<file path="src/rtl/msf_frame_decoder_if.sv">
// Bundles the sampling inputs and decoded-time outputs of the MSF frame decoder.
// The master side drives sample/carrier; the slave side is the decoder itself.
interface msf_frame_decoder_if;
    logic       sample_i;
    logic       carrier_i;
    logic       sec_tick_o;
    logic       load_o;
    logic [1:0] hour_h_o;
    logic [3:0] hour_l_o;
    logic [2:0] minute_h_o;
    logic [3:0] minute_l_o;
    logic [2:0] second_h_o;
    logic [3:0] second_l_o;
    logic       synced_o;
    logic       error_o;

    modport master (
        output sample_i, carrier_i,
        input  sec_tick_o, load_o, hour_h_o, hour_l_o, minute_h_o, minute_l_o,
               second_h_o, second_l_o, synced_o, error_o
    );

    modport slave (
        input  sample_i, carrier_i,
        output sec_tick_o, load_o, hour_h_o, hour_l_o, minute_h_o, minute_l_o,
               second_h_o, second_l_o, synced_o, error_o
    );
endinterface

</file>
<file path="src/rtl/msf_frame_decoder.sv">
// MSF 60 kHz time-code decoder: measures 1 s frames, collects A39..A59 and B57,
// validates the minute and loads HH:MM:00 at the following second-0 edge.
module msf_frame_decoder #(
    parameter int TICKS_PER_100MS = 10
) (
    input  logic               clk_i,
    input  logic               rst_i,
    msf_frame_decoder_if.slave bus
);
    localparam int T  = TICKS_PER_100MS;
    localparam int CW = $clog2(11 * T + 1);
    localparam logic [CW-1:0] E_GLITCH = CW'(T / 2);
    localparam logic [CW-1:0] E_A      = CW'((3 * T) / 2);
    localparam logic [CW-1:0] E_B      = CW'((5 * T) / 2);
    localparam logic [CW-1:0] E_WIN    = CW'(9 * T);
    localparam logic [CW-1:0] E_TO     = CW'(11 * T);

    typedef enum logic [1:0] {HUNT, MEASURE, WAIT} state_t;

    state_t        state_q, state_d;
    logic [CW-1:0] elapsed_q, elapsed_d;
    logic [20:0]   a_sr_q, a_sr_d;
    logic [2:0]    b_sr_q, b_sr_d;
    logic [4:0]    bitcnt_q, bitcnt_d;
    logic          armed_q, armed_d;
    logic          acc_q, acc_d;
    logic          prev_q, prev_d;
    logic          a_bit_q, a_bit_d;
    logic [1:0]    st_hh_q, st_hh_d, hour_h_q, hour_h_d;
    logic [3:0]    st_hl_q, st_hl_d, hour_l_q, hour_l_d;
    logic [2:0]    st_mh_q, st_mh_d, minute_h_q, minute_h_d;
    logic [3:0]    st_ml_q, st_ml_d, minute_l_q, minute_l_d;
    logic          synced_q, synced_d;
    logic          load_q, load_d, tick_q, tick_d, err_q, err_d;

    // Candidate window after shifting in the frame being classified right now.
    logic        fall;
    logic [20:0] a_shift;
    logic [2:0]  b_shift;
    logic [4:0]  cnt_inc;
    logic [1:0]  f_hh;
    logic [3:0]  f_hl, f_ml;
    logic [2:0]  f_mh;
    logic        frame_ok;

    always_comb begin
        fall     = prev_q & ~bus.carrier_i;
        a_shift  = {a_sr_q[19:0], a_bit_q};
        b_shift  = {b_sr_q[1:0], ~bus.carrier_i};
        cnt_inc  = (bitcnt_q == 5'd21) ? 5'd21 : bitcnt_q + 5'd1;
        f_hh     = a_shift[20:19];
        f_hl     = a_shift[18:15];
        f_mh     = a_shift[14:12];
        f_ml     = a_shift[11:8];
        frame_ok = (cnt_inc == 5'd21) && (a_shift[7:0] == 8'b0111_1110)
                && ((^{a_shift[20:8], b_shift[2]}) == 1'b1)
                && (f_hh <= 2'd2) && (f_hl <= 4'd9) && (f_hh != 2'd2 || f_hl <= 4'd3)
                && (f_mh <= 3'd5) && (f_ml <= 4'd9);
    end

    always_comb begin
        state_d    = state_q;
        elapsed_d  = elapsed_q;
        a_sr_d     = a_sr_q;
        b_sr_d     = b_sr_q;
        bitcnt_d   = bitcnt_q;
        armed_d    = armed_q;
        acc_d      = acc_q;
        prev_d     = prev_q;
        a_bit_d    = a_bit_q;
        st_hh_d    = st_hh_q;
        st_hl_d    = st_hl_q;
        st_mh_d    = st_mh_q;
        st_ml_d    = st_ml_q;
        hour_h_d   = hour_h_q;
        hour_l_d   = hour_l_q;
        minute_h_d = minute_h_q;
        minute_l_d = minute_l_q;
        synced_d   = synced_q;
        load_d     = 1'b0;
        tick_d     = 1'b0;
        err_d      = 1'b0;
        if (bus.sample_i) begin
            prev_d = bus.carrier_i;
            case (state_q)
                HUNT: begin
                    if (fall) begin
                        state_d   = MEASURE;
                        elapsed_d = CW'(1);
                    end
                end
                MEASURE: begin
                    elapsed_d = elapsed_q + 1'b1;
                    if (elapsed_q == E_GLITCH && bus.carrier_i) begin
                        state_d = acc_q ? WAIT : HUNT;
                    end
                    if (elapsed_q == E_A) begin
                        a_bit_d = ~bus.carrier_i;
                    end
                    if (elapsed_q == E_B) begin
                        a_sr_d   = a_shift;
                        b_sr_d   = b_shift;
                        bitcnt_d = cnt_inc;
                        armed_d  = frame_ok;
                        state_d  = WAIT;
                        if (frame_ok) begin
                            st_hh_d = f_hh;
                            st_hl_d = f_hl;
                            st_mh_d = f_mh;
                            st_ml_d = f_ml;
                        end
                    end
                end
                WAIT: begin
                    elapsed_d = elapsed_q + 1'b1;
                    if (fall && elapsed_q >= E_WIN && elapsed_q < E_TO) begin
                        state_d   = MEASURE;
                        elapsed_d = CW'(1);
                        acc_d     = 1'b1;
                        if (armed_q) begin
                            load_d     = 1'b1;
                            hour_h_d   = st_hh_q;
                            hour_l_d   = st_hl_q;
                            minute_h_d = st_mh_q;
                            minute_l_d = st_ml_q;
                            synced_d   = 1'b1;
                            armed_d    = 1'b0;
                        end else if (synced_q) begin
                            tick_d = 1'b1;
                        end
                    end else if (elapsed_q >= E_TO) begin
                        err_d     = 1'b1;
                        synced_d  = 1'b0;
                        armed_d   = 1'b0;
                        acc_d     = 1'b0;
                        bitcnt_d  = '0;
                        elapsed_d = '0;
                        state_d   = HUNT;
                    end
                end
                default: state_d = HUNT;
            endcase
        end
    end

    always_ff @(posedge clk_i) begin
        if (rst_i) begin
            state_q    <= HUNT;
            elapsed_q  <= '0;
            a_sr_q     <= '0;
            b_sr_q     <= '0;
            bitcnt_q   <= '0;
            armed_q    <= 1'b0;
            acc_q      <= 1'b0;
            prev_q     <= 1'b1;
            a_bit_q    <= 1'b0;
            st_hh_q    <= '0;
            st_hl_q    <= '0;
            st_mh_q    <= '0;
            st_ml_q    <= '0;
            hour_h_q   <= '0;
            hour_l_q   <= '0;
            minute_h_q <= '0;
            minute_l_q <= '0;
            synced_q   <= 1'b0;
            load_q     <= 1'b0;
            tick_q     <= 1'b0;
            err_q      <= 1'b0;
        end else begin
            state_q    <= state_d;
            elapsed_q  <= elapsed_d;
            a_sr_q     <= a_sr_d;
            b_sr_q     <= b_sr_d;
            bitcnt_q   <= bitcnt_d;
            armed_q    <= armed_d;
            acc_q      <= acc_d;
            prev_q     <= prev_d;
            a_bit_q    <= a_bit_d;
            st_hh_q    <= st_hh_d;
            st_hl_q    <= st_hl_d;
            st_mh_q    <= st_mh_d;
            st_ml_q    <= st_ml_d;
            hour_h_q   <= hour_h_d;
            hour_l_q   <= hour_l_d;
            minute_h_q <= minute_h_d;
            minute_l_q <= minute_l_d;
            synced_q   <= synced_d;
            load_q     <= load_d;
            tick_q     <= tick_d;
            err_q      <= err_d;
        end
    end

    assign bus.sec_tick_o = tick_q;
    assign bus.load_o     = load_q;
    assign bus.hour_h_o   = hour_h_q;
    assign bus.hour_l_o   = hour_l_q;
    assign bus.minute_h_o = minute_h_q;
    assign bus.minute_l_o = minute_l_q;
    assign bus.second_h_o = '0;
    assign bus.second_l_o = '0;
    assign bus.synced_o   = synced_q;
    assign bus.error_o    = err_q;
endmodule

</file>
<file path="src/flat_wrapper.sv">
// flat-port wrapper written by rule: the top's interface ports become plain ports
module msf_frame_decoder_flat 
#(
    parameter int TICKS_PER_100MS = 10
)
  (clk_i, rst_i, bus_sample_i, bus_carrier_i, bus_sec_tick_o, bus_load_o, bus_hour_h_o, bus_hour_l_o, bus_minute_h_o, bus_minute_l_o, bus_second_h_o, bus_second_l_o, bus_synced_o, bus_error_o);
  msf_frame_decoder_if bus_i ();
  input  logic clk_i;
  input  logic rst_i;
  input wire logic [$bits(bus_i.sample_i)-1:0] bus_sample_i;
  input wire logic [$bits(bus_i.carrier_i)-1:0] bus_carrier_i;
  output wire logic [$bits(bus_i.sec_tick_o)-1:0] bus_sec_tick_o;
  output wire logic [$bits(bus_i.load_o)-1:0] bus_load_o;
  output wire logic [$bits(bus_i.hour_h_o)-1:0] bus_hour_h_o;
  output wire logic [$bits(bus_i.hour_l_o)-1:0] bus_hour_l_o;
  output wire logic [$bits(bus_i.minute_h_o)-1:0] bus_minute_h_o;
  output wire logic [$bits(bus_i.minute_l_o)-1:0] bus_minute_l_o;
  output wire logic [$bits(bus_i.second_h_o)-1:0] bus_second_h_o;
  output wire logic [$bits(bus_i.second_l_o)-1:0] bus_second_l_o;
  output wire logic [$bits(bus_i.synced_o)-1:0] bus_synced_o;
  output wire logic [$bits(bus_i.error_o)-1:0] bus_error_o;
  assign bus_i.sample_i = bus_sample_i;
  assign bus_i.carrier_i = bus_carrier_i;
  assign bus_sec_tick_o = bus_i.sec_tick_o;
  assign bus_load_o = bus_i.load_o;
  assign bus_hour_h_o = bus_i.hour_h_o;
  assign bus_hour_l_o = bus_i.hour_l_o;
  assign bus_minute_h_o = bus_i.minute_h_o;
  assign bus_minute_l_o = bus_i.minute_l_o;
  assign bus_second_h_o = bus_i.second_h_o;
  assign bus_second_l_o = bus_i.second_l_o;
  assign bus_synced_o = bus_i.synced_o;
  assign bus_error_o = bus_i.error_o;
  msf_frame_decoder #(.TICKS_PER_100MS(TICKS_PER_100MS)) u_core (.clk_i(clk_i), .rst_i(rst_i), .bus(bus_i));
endmodule
</file>
<file path="config.mk">
export PLATFORM = sky130hd
export DESIGN_NAME = msf_frame_decoder_flat
export DESIGN_NICKNAME = d
export VERILOG_FILES = /design/src/rtl/msf_frame_decoder_if.sv /design/src/rtl/msf_frame_decoder.sv /design/src/flat_wrapper.sv
export SDC_FILE = /design/constraint.sdc
export NUM_CORES = 1
export LEC_CHECK = 0
export ABC_AREA = 1
export BUFFER_PORTS_ARGS = -buffer_cell sky130_fd_sc_hd__buf_2
export CAP_MARGIN = 20
export CORE_MARGIN = 4
export CORE_UTILIZATION = 45
export DETAILED_ROUTE_END_ITERATION = 8
export GPL_ROUTABILITY_DRIVEN = 0
export GPL_TIMING_DRIVEN = 0
export PLACE_DENSITY_LB_ADDON = 0.15
export SKIP_LAST_GASP = 1
export SYNTH_ARGS = -nofsm -noshare
export SYNTH_HDL_FRONTEND = slang
export SYNTH_SLANG_ARGS = --single-unit
</file>
<file path="constraint.sdc">
create_clock -name clk_i -period 1.6 [get_ports clk_i]
set_input_delay 0.16 -clock clk_i [delete_from_list [all_inputs] [get_ports clk_i]]
set_output_delay 0.16 -clock clk_i [all_outputs]
set_load 0.01 [all_outputs]
</file>
Word level (Yosys, flattened, before mapping)
Cells that the tools add are included.
Widths: inputs -> output; s select.
{ "op_classes": {"muxes": 26, "eq_ne": 16, "n_bitwise": 5, "n_reduce_logical": 29, "order_cmp": 8, "addsub": 2} }
{ "ops": {"columns": ["operator", "n"], "rows": [
  ["$mux 7", 3],
  ["$pmux 7 s3", 1],
  ["$mux 5", 4],
  ["$reduce_and 4->1", 5],
  ["$ge 7x7->1 const B", 2],
  ["$reduce_xor 14->1", 1],
  ["$mux 2", 6],
  ["$reduce_and 3->1", 4],
  ["$eq 5x5->1 const B", 2],
  ["$logic_and 1x1->1", 10],
  ["$pmux 5 s2", 1],
  ["$mux 1", 9],
  ["$eq 8x7->1 const B", 1],
  ["$le 4x4->1 const B", 2],
  ["$ne 2x1->1 const B", 4],
  ["$reduce_or 4->1", 2],
  ["$add 7x1->7 const B", 1],
  ["$eq 7x3->1 const B", 1],
  ["$eq 7x4->1 const B", 1],
  ["$eq 7x5->1 const B", 1],
  ["$lt 7x7->1 const B", 1],
  ["$ne 3x1->1 const B", 2],
  ["$pmux 2 s3", 1],
  ["$add 5x1->5 const B", 1],
  ["other kinds (15)", 20]
]} }
{ "totals": {"regBits": 70} }

Logic depth before layout (Yosys ltp)
Gate-level depths: netlist (run 1).
{ "depth": {"word_depth": 12, "ltp_mapped": 15, "mapped_depth_nobuf": 14} }

Worst setup path before layout (run 1)
No wires, ideal clock.
{ "synth_timing": {"path_kind": "register -> register", "start": "register u_core.a_sr_q[18]", "end": "register u_core.st_mh_q[2]", "synth_period_minus_slack_ns": 1.709, "t_required_ns": 1.536, "setup_slack_ns": -0.109, "stages_incl_launch_ff": 13, "t_arrival_ns": 1.645, "path_cell_list": "dfxtp_1 > inv_1 > ha_1 > xnor2_1 > nand2_1 > nand2_1 > nand3_1 > nand2_4 > nand3_4 > buf_6 > nand2_1 > inv_1 > nor2_1"} }
{ "synth_via": {"elab_chain_len": 8, "word_cells_on_any_way": 11, "classes_between": "order compare: 1; eq/ne: 1; reduce/logical: 9"} }
{ "synth_lines": {"columns": ["item", "line_no", "text"], "rows": [
  ["start: declaration", "msf_frame_decoder.sv:22", "logic [20:0] a_sr_q, a_sr_d;"],
  ["start signal: assignment", "msf_frame_decoder.sv:172", "a_sr_q <= a_sr_d;"],
  ["$reduce_xor 14->1", "msf_frame_decoder.sv:56", "&& ((^{a_shift[20:8], b_shift[2]}) == 1'b1)"],
  ["$logic_and 1x1->1", "msf_frame_decoder.sv:56", null],
  ["$logic_and 1x1->1 (2 in series)", "msf_frame_decoder.sv:57", "&& (f_hh <= 2'd2) && (f_hl <= 4'd9) && (f_hh != 2'd2 || f_hl <= 4'd3)"],
  ["$logic_and 1x1->1 *", "msf_frame_decoder.sv:57", null],
  ["$logic_and 1x1->1 * (2 in series)", "msf_frame_decoder.sv:58", "&& (f_mh <= 3'd5) && (f_ml <= 4'd9);"],
  ["$reduce_and 4->1 (no source line) *", null, null],
  ["end signal: assignment", "msf_frame_decoder.sv:181", "st_mh_q <= st_mh_d;"],
  ["end: declaration", "msf_frame_decoder.sv:31", "logic [2:0] st_mh_q, st_mh_d, minute_h_q, minute_h_d;"]
]} }
Mark *: on every way between the ends. The rest lies on a longest branch, timed or not.
A chain may end at the register's enable or synchronous reset.

Worst setup path in the final report (run 1)
{ "layout_timing": {"start": "register u_core.a_sr_q[13]", "end": "register u_core.st_mh_q[2]"} }
{ "layout_via": {"elab_chain_len": 8, "word_cells_on_any_way": 9, "classes_between": "order compare: 1; reduce/logical: 8"} }
{ "layout_lines": {"columns": ["item", "line_no"], "rows": [
  ["$reduce_xor 14->1", "msf_frame_decoder.sv:56"],
  ["$logic_and 1x1->1", "msf_frame_decoder.sv:56"],
  ["$logic_and 1x1->1 (3 in series)", "msf_frame_decoder.sv:57"],
  ["$logic_and 1x1->1 (2 in series)", "msf_frame_decoder.sv:58"],
  ["$reduce_and 4->1 (no source line)", null]
]} }
Several ways; a longest one is shown, not always the timed one.

==> flow_summary.yaml, run 1 <==
global_routing:
  grt_pass1_vias: 3236
  grt.overflow.total: 0
  antenna_found_initial: 0
  grt_pass1_wl_um: 15410
  grt_max_degree: 15
  grtUsageTotal: 0.1974
logic_synthesis:
  yosysWarnings: 0
  synth_top_cell_area_share: 0.3893
  synth_area_leaders: "dfxtp_1, nand2_1, nor2_1, inv_1, ha_1"
  ys_ff_latch: 70
  syn_inst: 518
  ys_seq_area_frac: 0.3893
  synth_cell_type_count: 33
  netlist_area_sq_um: 3600
  avgSynthCellArea_sq_um: 6.949
  yosys.area.top_type: "dfxtp_1"
detailed_routing:
  viasPerCell: 5.068
  via_count: 3558
  firstDrtPassIters: 5
  post_drt_wl_per_cell_um: 14.09
  drt-initial-drc-count: 176
  drc: 0
  drt-total-wl_um: 9893
  ant_nets: 0
timing:
  period_share: 1.146
  setup_viol: 63
  clock.fmax_ghz: 0.5454
  skew_ps: 12.14
  worst_slew_pin_slew_ps: 622.9
  rsz0062_at_grt: "yes"
  hold_violations: 0
  maxSlewHeadroom: 0.5847
  layout_setup_ws_ps: -233.6
  period_needed_ps: 1834
  hold-worst-slack_ps: 77.18
  setup-tns-final_ps: -8173
  report.final.slew_viol_count: 0
cells_and_area:
  areaGrowthSynthToFinish_pct: 44.87
  fin_util: 0.6714
  final_common_cell: "nand2_1"
  nets: 616
  n_antenna_cell: 0
  final_cell_mix: "nand2_1, inv_1, dfxtp_1"
  drive_gt1_frac: 0.4183
  finalNonFillerCells: 702
floorplanning:
  core_area_sq_um: 7767
  ios: 28
  num_rows: 32
  die_w_um: 97.44
  die-area_sq_um: 9495
  start_util: 0.4634
  chipHeight_um: 97.44
worst_setup_path:
  crit_required_ps: 1860
  cpMostUsedCell: "nand2_2"
  crit_chain: "ha_4 -> inv_2 -> nand2_2 -> nand2_2 -> buf_4 -> nand3b_1 -> nand2_2 -> nor2_2 -> nor2_4 -> nand3_2 -> nand2_2 -> nor2_2"
  endpoint_kind: "flop"
  slowest_stage: "dfxtp_4"
  worst_setup_path_start_kind: "flop"
  cpPeakStageDelay_ps: 360
  critPathArrivalTime_ps: 2090
  critical_path_class: "reg -> reg"
  crit_fanout: 6
pwr:
  p_int_mw: 2.733
  clockPowerShare: 0.455
  switchingPower_mw: 0.9161
  sequentialPowerShare: 0.479
  combPwrFrac: 0.065
  p_per_area_nw_per_um2: 699.8
  p_leak_nw: 2.171
  peakVddDrop_v: 0.0003280
  switching_share: 0.2510
hold_path:
  hold_path_class: "in -> reg"
placed_design:
  portBuffers: 20
  pre_cts_ws_ps: -367.7
  place_hpwl_um: 6195
  place_inst: 646
clock_network:
  holdBufCountCts: 0
  root_buffer: "clkbuf_8"
  clk_pin_slew_ps: 90
  h-tree-depth: 3
  cts_sinks: 70
  worstSkewPairLatency_ps: 350
  clockBufferDepth: 2
  cts_buffers: 9
  cts_tree: "built"
outcome:
  violations: "setup timing"
  status: "complete, but fails checks"
run:
  maxCapViolCount: 0
-- cell type report --
class,instances,area [sq um]
Sequential cell,70,1444
Clock inverter,7,102.6
Tap cell,102,127.6
Buffer,23,191.4
Inverter,74,302.8
Clock buffer,9,123.9
Fill cell,620,2552
Multi-Input combinational cell,357,2402
Timing Repair Buffer,60,520.5
-- power groups by stage --
stage / clock network [mW] / logic, mW / registers, mW
4_1_cts: 1.68 / 0.189 / 1.75
2_1_floorplan: 0 / 0.118 / 1.80
3_5_place_dp: 0 / 0.160 / 1.80
6_report: 1.66 / 0.239 / 1.75
5_1_grt: 1.75 / 0.260 / 1.75
3_3_place_gp: 0 / 0.161 / 1.80
-- metal layers --
metal	share of wire	GRT usage	up-vias	wire (um)
li1	-	-	1799	-
met5	0	0	-	0
met1	0.45	0.2663	1643	4433
met3	0.052	0.02584	11	511
met2	0.48	0.3200	105	4788
met4	0.016	0.07774	0	159
-- sequential cells by signal (all words and copies together), names as in the netlist --
| register | flops |
|---|---|
| u_core.bus.minute_l_o | 4 |
| u_core.st_hh_q | 2 |
| u_core.state_q | 2 |
| u_core.bus.sec_tick_o | 1 |
| u_core.bus.minute_h_o | 3 |
| u_core.b_sr_q | 2 |
| u_core.armed_q | 1 |
| u_core.acc_q | 1 |
| u_core.elapsed_q | 7 |
| u_core.bus.hour_h_o | 2 |
| u_core.st_hl_q | 4 |
| u_core.st_mh_q | 3 |
| u_core.bus.synced_o | 1 |
| u_core.st_ml_q | 4 |
| u_core.bitcnt_q | 5 |
| u_core.bus.error_o | 1 |
| u_core.prev_q | 1 |
| u_core.bus.hour_l_o | 4 |
| u_core.a_sr_q | 20 |
| u_core.a_bit_q | 1 |
| u_core.bus.load_o | 1 |
-- kinds of logic after synthesis --
logic type,share of synthesized area
xor gates and xnor gates,0.007301
adders and majority gates,0.05909
buffers and inverters,0.1157
and+or+nand+nor,0.3034
other,0.001042
DFF,0.3893
AOI/OAI and AO/OA,0.1241
-- cells in the mapped netlist --
library cell and instances:
nand2_1 110, nor2_1 76, inv_1 73, dfxtp_1 70, o21ai_0 42, a21oi_1 32
nand3_1 22, ha_1 17, nand4_1 16, buf_4 9, clkbuf_1 7, a211oi_1 6
nand3b_1 5, nor3_1 4, nand2_2 3, xnor2_1 3, buf_1 2, buf_2 2
buf_6 2, nor2_4 2, o211ai_1 2, o21ai_1 2, a31oi_1 1, clkbuf_2 1
conb_1 1, inv_2 1, nand2_4 1, nand3_4 1, nand4_2 1, nand4_4 1
nor2_2 1, nor3_2 1, or2_2 1
-- metrics by stage --
| step | instance area [sq um] | total power [mW] |
|---|---|---|
| floorplan | 3706 | 1.916 |
| global placement | 3934 | 1.960 |
| detailed placement | 3934 | 1.960 |
| CTS | 4741 | 3.615 |
| global route | 5215 | 3.757 |
| finish | 5215 | 3.649 |
-- final timing paths --
check,slack [ps],to,startpoint,depth (start not counted)
hold / removal,80,u_core.b_sr_q[0],bus_carrier_i,2
setup reg to reg,-230,u_core.st_mh_q[2],u_core.a_sr_q[13],12
setup / recovery,-230,u_core.st_mh_q[2],u_core.a_sr_q[13],12
hold reg to reg,470,u_core.acc_q,u_core.acc_q,2
-- worst max-delay path, delay by kind of cell (launching register included) --
kind | cells | cell delay [ps]
DFF | 1 | 360
buffers and inverters | 2 | 180
adders and majority gates | 1 | 280
and+or+nand+nor | 9 | 930
-- timing repair --
| action | 4_1_cts | 5_1_grt |
|---|---|---|
| endpoints found under the setup margin | 65 | 65 |
| setup buffers | 24 | 14 |
| gates cloned | 3 | 1 |
| pin swaps | 29 | 42 |
| resized for setup | 112 | 114 |
(Power assumes the default switching activity.)
==> run 2, diff against run 1 <==
--- a/config.mk
+++ b/config.mk
@@ -14,6 +14,7 @@
 export GPL_ROUTABILITY_DRIVEN = 0
 export GPL_TIMING_DRIVEN = 0
 export PLACE_DENSITY_LB_ADDON = 0.15
+export SKIP_CTS_REPAIR_TIMING = 1
 export SKIP_LAST_GASP = 1
 export SYNTH_ARGS = -nofsm -noshare
 export SYNTH_HDL_FRONTEND = slang
==> flow_summary.yaml, run 2 (synthesized netlist as in run 1, its figures left out) <==
timing:
  setup-tns-final_ps: -7806
  layout_setup_ws_ps: -234.1
  period_share: 1.146
  report.final.slew_viol_count: 0
  worst_slew_pin_slew_ps: 603.5
  skew_ps: 12.43
  hold_violations: 0
  clock.fmax_ghz: 0.5452
  period_needed_ps: 1834
  maxSlewHeadroom: 0.5977
  setup_viol: 57
  rsz0062_at_grt: "yes"
clock_network:
  h-tree-depth: 3
  cts_tree: "built"
  worstSkewPairLatency_ps: 360
  root_buffer: "clkbuf_8"
  cts_sinks: 70
  clk_pin_slew_ps: 90
  clockBufferDepth: 2
  cts_buffers: 9
outcome:
  violations: "setup timing"
  status: "complete, but fails checks"
cells_and_area:
  regMostFlops: "u_core.a_sr_q"
  finalNonFillerCells: 694
  final_common_cell: "nand2_1"
  multi_input_area_sq_um: 2320
  drive_gt1_frac: 0.3885
  nets: 608
  n_antenna_cell: 0
  final_cell_mix: "nand2_1, inv_1, dfxtp_1"
  seq_area_sq_um: 1439
  nFillCells: 659
  reg_top3: "u_core.a_sr_q (20), u_core.elapsed_q (7), u_core.bitcnt_q (5)"
  areaGrowthSynthToFinish_pct: 39.35
  largest_register_ffs: 20
  stdcell_area_sq_um: 5016
detailed_routing:
  drt-initial-drc-count: 167
  highest_layer: "met4"
  drt-total-wl_um: 9740
  drt-met1-wl_um: 4520
  viasPerCell: 5.043
  via_count: 3500
  post_drt_wl_per_cell_um: 14.03
  drc: 0
  firstDrtPassIters: 4
  wl_met2_um: 4613
  route.met3.wl_um: 388
  ant_nets: 0
pwr:
  combPwrFrac: 0.063
  p_leak_nw: 2.091
  peakVddDrop_v: 0.0004177
  p_per_area_nw_per_um2: 727.2
  clockPowerShare: 0.457
  sequentialPowerShare: 0.480
  switchingPower_mw: 0.9155
  switching_share: 0.2510
  p_int_mw: 2.732
hold_path:
  min_from: "bus_carrier_i"
  hold_path_class: "in -> reg"
global_routing:
  grt_pass1_wl_um: 14180
  grt.overflow.total: 0
  grt_max_degree: 15
  grt_pass1_vias: 3014
  grtUsageTotal: 0.1815
  antenna_found_initial: 0
worst_setup_path:
  crit_required_ps: 1850
  critical_path_class: "reg -> reg"
  rr_worst_depth: 11
  rr_startpoint: "u_core.elapsed_q[1]"
  crit_fanout: 5
  worst_setup_path_start_kind: "flop"
  startpoint: "u_core.elapsed_q[1]"
  endpoint_kind: "flop"
  critPathArrivalTime_ps: 2090
  r2r_end: "u_core.bus.minute_h_o[0]"
  crit_end: "u_core.bus.minute_h_o[0]"
  ff2ff_setup_slack_ps: -230
placed_design:
  place_hpwl_um: 6195
  place_area_sq_um: 3934
  place_inst: 646
  portBuffers: 20
floorplanning:
  num_rows: 32
  die_w_um: 97.44
  ios: 28
  core_area_sq_um: 7767
  die-area_sq_um: 9495
  chipHeight_um: 97.44
  start_util: 0.4634
run:
  maxCapViolCount: 0
-- run 2: stage by stage --
step / setup WS, ps / util / power (mW) / hold slack (ps)
after floorplan: -17.19 / - / 1.916 / 250.0
after global placement: -357.7 / 0.5064 / 1.960 / 426.0
after detailed placement: -367.7 / 0.5064 / 1.960 / 430.7
after CTS: -415.1 / 0.5356 / 3.596 / 59.98
after global routing: -329.4 / 0.6458 / 3.759 / 72.61
final: -234.1 / 0.6458 / 3.648 / 65.81
-- run 2: worst min path at each step --
| stage | slack (ps) | endpoint | cells past startpoint |
|---|---|---|---|
| global route | 70 | u_core.b_sr_q[0] | 2 |
| global placement | 430 | u_core.prev_q | 2 |
| CTS | 60 | u_core.prev_q | 2 |
| finish | 70 | u_core.b_sr_q[0] | 2 |
| floorplan | 250 | u_core.a_bit_q | 1 |
| detailed placement | 430 | u_core.prev_q | 2 |
-- run 2: worst max-delay path: stages, from the launching register on --
cell,delay (ps)
dfxtp_4,400
buf_4,130
ha_4,110
nor3_2,30
o21ai_1,190
nand2_1,120
inv_2,90
nand4_1,110
buf_6,170
buf_6,140
o21ai_1,180
nor2_1,60
-- run 2: power groups by stage --
stage	logic [mW]	clock network [mW]	registers (mW)
final	0.230	1.67	1.75
after floorplan	0.118	0	1.80
after global placement	0.161	0	1.80
after detailed placement	0.160	0	1.80
after global routing	0.254	1.75	1.75
after CTS	0.160	1.68	1.76
-- run 2: routing by layer --
layer | vias to the layer above | track usage
li1 | 1786 | -
met1 | 1623 | 0.2554
met2 | 73 | 0.2762
met3 | 18 | 0.02584
met4 | 0 | 0.07881
met5 | - | 0
-- run 2: area by class of cell --
type | count | area share
multi-input cells | 357 | 0.4625
flip-flops and latches | 70 | 0.2869
repair buffers | 52 | 0.08506
inverters | 74 | 0.05887
plain buffers | 23 | 0.03617
well taps | 102 | 0.02544
clock buffers | 9 | 0.02469
clock inverters | 7 | 0.02045
==> run 3, diff against run 2 <==
--- a/config.mk
+++ b/config.mk
@@ -8,8 +8,10 @@
 export ABC_AREA = 1
 export BUFFER_PORTS_ARGS = -buffer_cell sky130_fd_sc_hd__buf_2
 export CAP_MARGIN = 20
+export CELL_PAD_IN_SITES_DETAIL_PLACEMENT = 0
+export CELL_PAD_IN_SITES_GLOBAL_PLACEMENT = 1
 export CORE_MARGIN = 4
-export CORE_UTILIZATION = 45
+export CORE_UTILIZATION = 39
 export DETAILED_ROUTE_END_ITERATION = 8
 export GPL_ROUTABILITY_DRIVEN = 0
 export GPL_TIMING_DRIVEN = 0
==> flow_summary.yaml, run 3 (synthesized netlist as in run 1, its figures left out) <==
floorplanning:
  core_area_sq_um: 8848
  chipHeight_um: 104.1
  die-area_sq_um: 10830
  num_rows: 34
  start_util: 0.4068
  ios: 28
  die_w_um: 104.1
outcome:
  violations: "setup timing"
  status: "complete, but fails checks"
clock_network:
  h-tree-depth: 3
  root_buffer: "clkbuf_8"
  clk_pin_slew_ps: 80
  cts_sinks: 70
  cts_tree: "built"
  worstSkewPairLatency_ps: 350
  clockBufferDepth: 2
  cts_buffers: 9
hold_path:
  hold_path_class: "in -> reg"
  hold_depth: 2
timing:
  period_share: 1.137
  hold-worst-slack_ps: 80.29
  period_needed_ps: 1818
  maxSlewHeadroom: 0.6045
  worst_slew_pin_slew_ps: 593.3
  rsz0062_at_grt: "yes"
  report.final.slew_viol_count: 0
  setup_viol: 57
  clock.fmax_ghz: 0.5499
  hold_violations: 0
  skew_ps: 9.765
  layout_setup_ws_ps: -218.4
detailed_routing:
  ant_nets: 0
  drt-total-wl_um: 8972
  via_count: 3320
  post_drt_wl_per_cell_um: 12.95
  drt-initial-drc-count: 110
  firstDrtPassIters: 4
  drc: 0
  viasPerCell: 4.791
cells_and_area:
  multi_input_area_sq_um: 2163
  regMostFlops: "u_core.a_sr_q"
  reg_top3: "u_core.a_sr_q (20), u_core.elapsed_q (7), u_core.bitcnt_q (5)"
  areaGrowthSynthToFinish_pct: 32.85
  nets: 601
  seq_area_sq_um: 1444
  final_cell_mix: "nand2_1, nor2_1, inv_1"
  final_common_cell: "nand2_1"
  nFillCells: 868
  drive_gt1_frac: 0.3197
  largest_register_ffs: 20
  n_antenna_cell: 0
pwr:
  power_mw: 3.557
  p_leak_nw: 2.011
  peakVddDrop_v: 0.0004811
  p_per_area_nw_per_um2: 743.8
placed_design:
  pre_cts_ws_ps: -383.6
  portBuffers: 20
  place_hpwl_um: 6431
global_routing:
  grtUsageTotal: 0.1640
  grt_pass1_wl_um: 14610
  grt.overflow.total: 0
  antenna_found_initial: 0
  grt_pass1_vias: 3054
  grt_max_degree: 14
worst_setup_path:
  slowest_stage: "dfxtp_4"
  crit_required_ps: 1850
  crit_fanout: 6
  cpPeakStageDelay_ps: 370
  crit_chain: "ha_1 -> nor2_2 -> nand3_2 -> nor2_4 -> nand2_1 -> nor2_1 -> nand3b_1 -> nor2_4 -> nand3_1 -> nand2_1 -> nor2_1"
  critPathArrivalTime_ps: 2070
  rr_worst_depth: 11
  worst_setup_path_start_kind: "flop"
  critical_path_class: "reg -> reg"
  endpoint_kind: "flop"
run:
  maxCapViolCount: 0
run 3: path summary, 6_finish.rpt:
check / slack (ps) / to / from
setup / recovery: -220 / u_core.st_mh_q[2] / u_core.a_sr_q[19]
hold / removal: 80 / u_core.prev_q / bus_sample_i
setup reg to reg: -220 / u_core.st_mh_q[2] / u_core.a_sr_q[19]
hold reg to reg: 470 / u_core.acc_q / u_core.acc_q
run 3: area by class of cell:
cell class | instances | share of cell area
Multi-Input combinational cell | 357 | 0.4524
Tap cell | 108 | 0.02826
Inverter | 74 | 0.06018
Sequential cell | 70 | 0.3019
Clock buffer | 9 | 0.02590
Buffer | 23 | 0.04029
Timing Repair Buffer | 45 | 0.07064
Clock inverter | 7 | 0.02041
run 3: report_power, final:
group / switching [mW] / leakage [nW] / internal, mW
logic: 0.133 / 1.33 / 0.0747
registers: 0.0131 / 0.575 / 1.74
clock network: 0.716 / 0.106 / 0.882
total: 0.863 / 2.01 / 2.69
run 3: stage by stage:
stage,TNS [ps],std cells,instance area [sq um],util
floorplan,-145.2,524,3706,-
global placement,-14780,652,3941,0.4454
CTS,-17640,668,4163,0.4704
global route,-12510,693,4782,0.5404
detailed placement,-15970,652,3941,0.4454
finish,-6834,693,4782,0.5404
run 3: layer usage:
metal / share of wire / GRT usage
met2: 0.44 / 0.2465
met5: 0 / 0
met1: 0.51 / 0.2312
met3: 0.032 / 0.03600
met4: 0.018 / 0.05698
run 3: worst max-delay path: cells and delay by family (launching register included):
family	cells	cell delay, ps
adder cells (fa/ha/maj)	1	190
AND/OR/NAND/NOR	10	1160
flip-flops	1	370
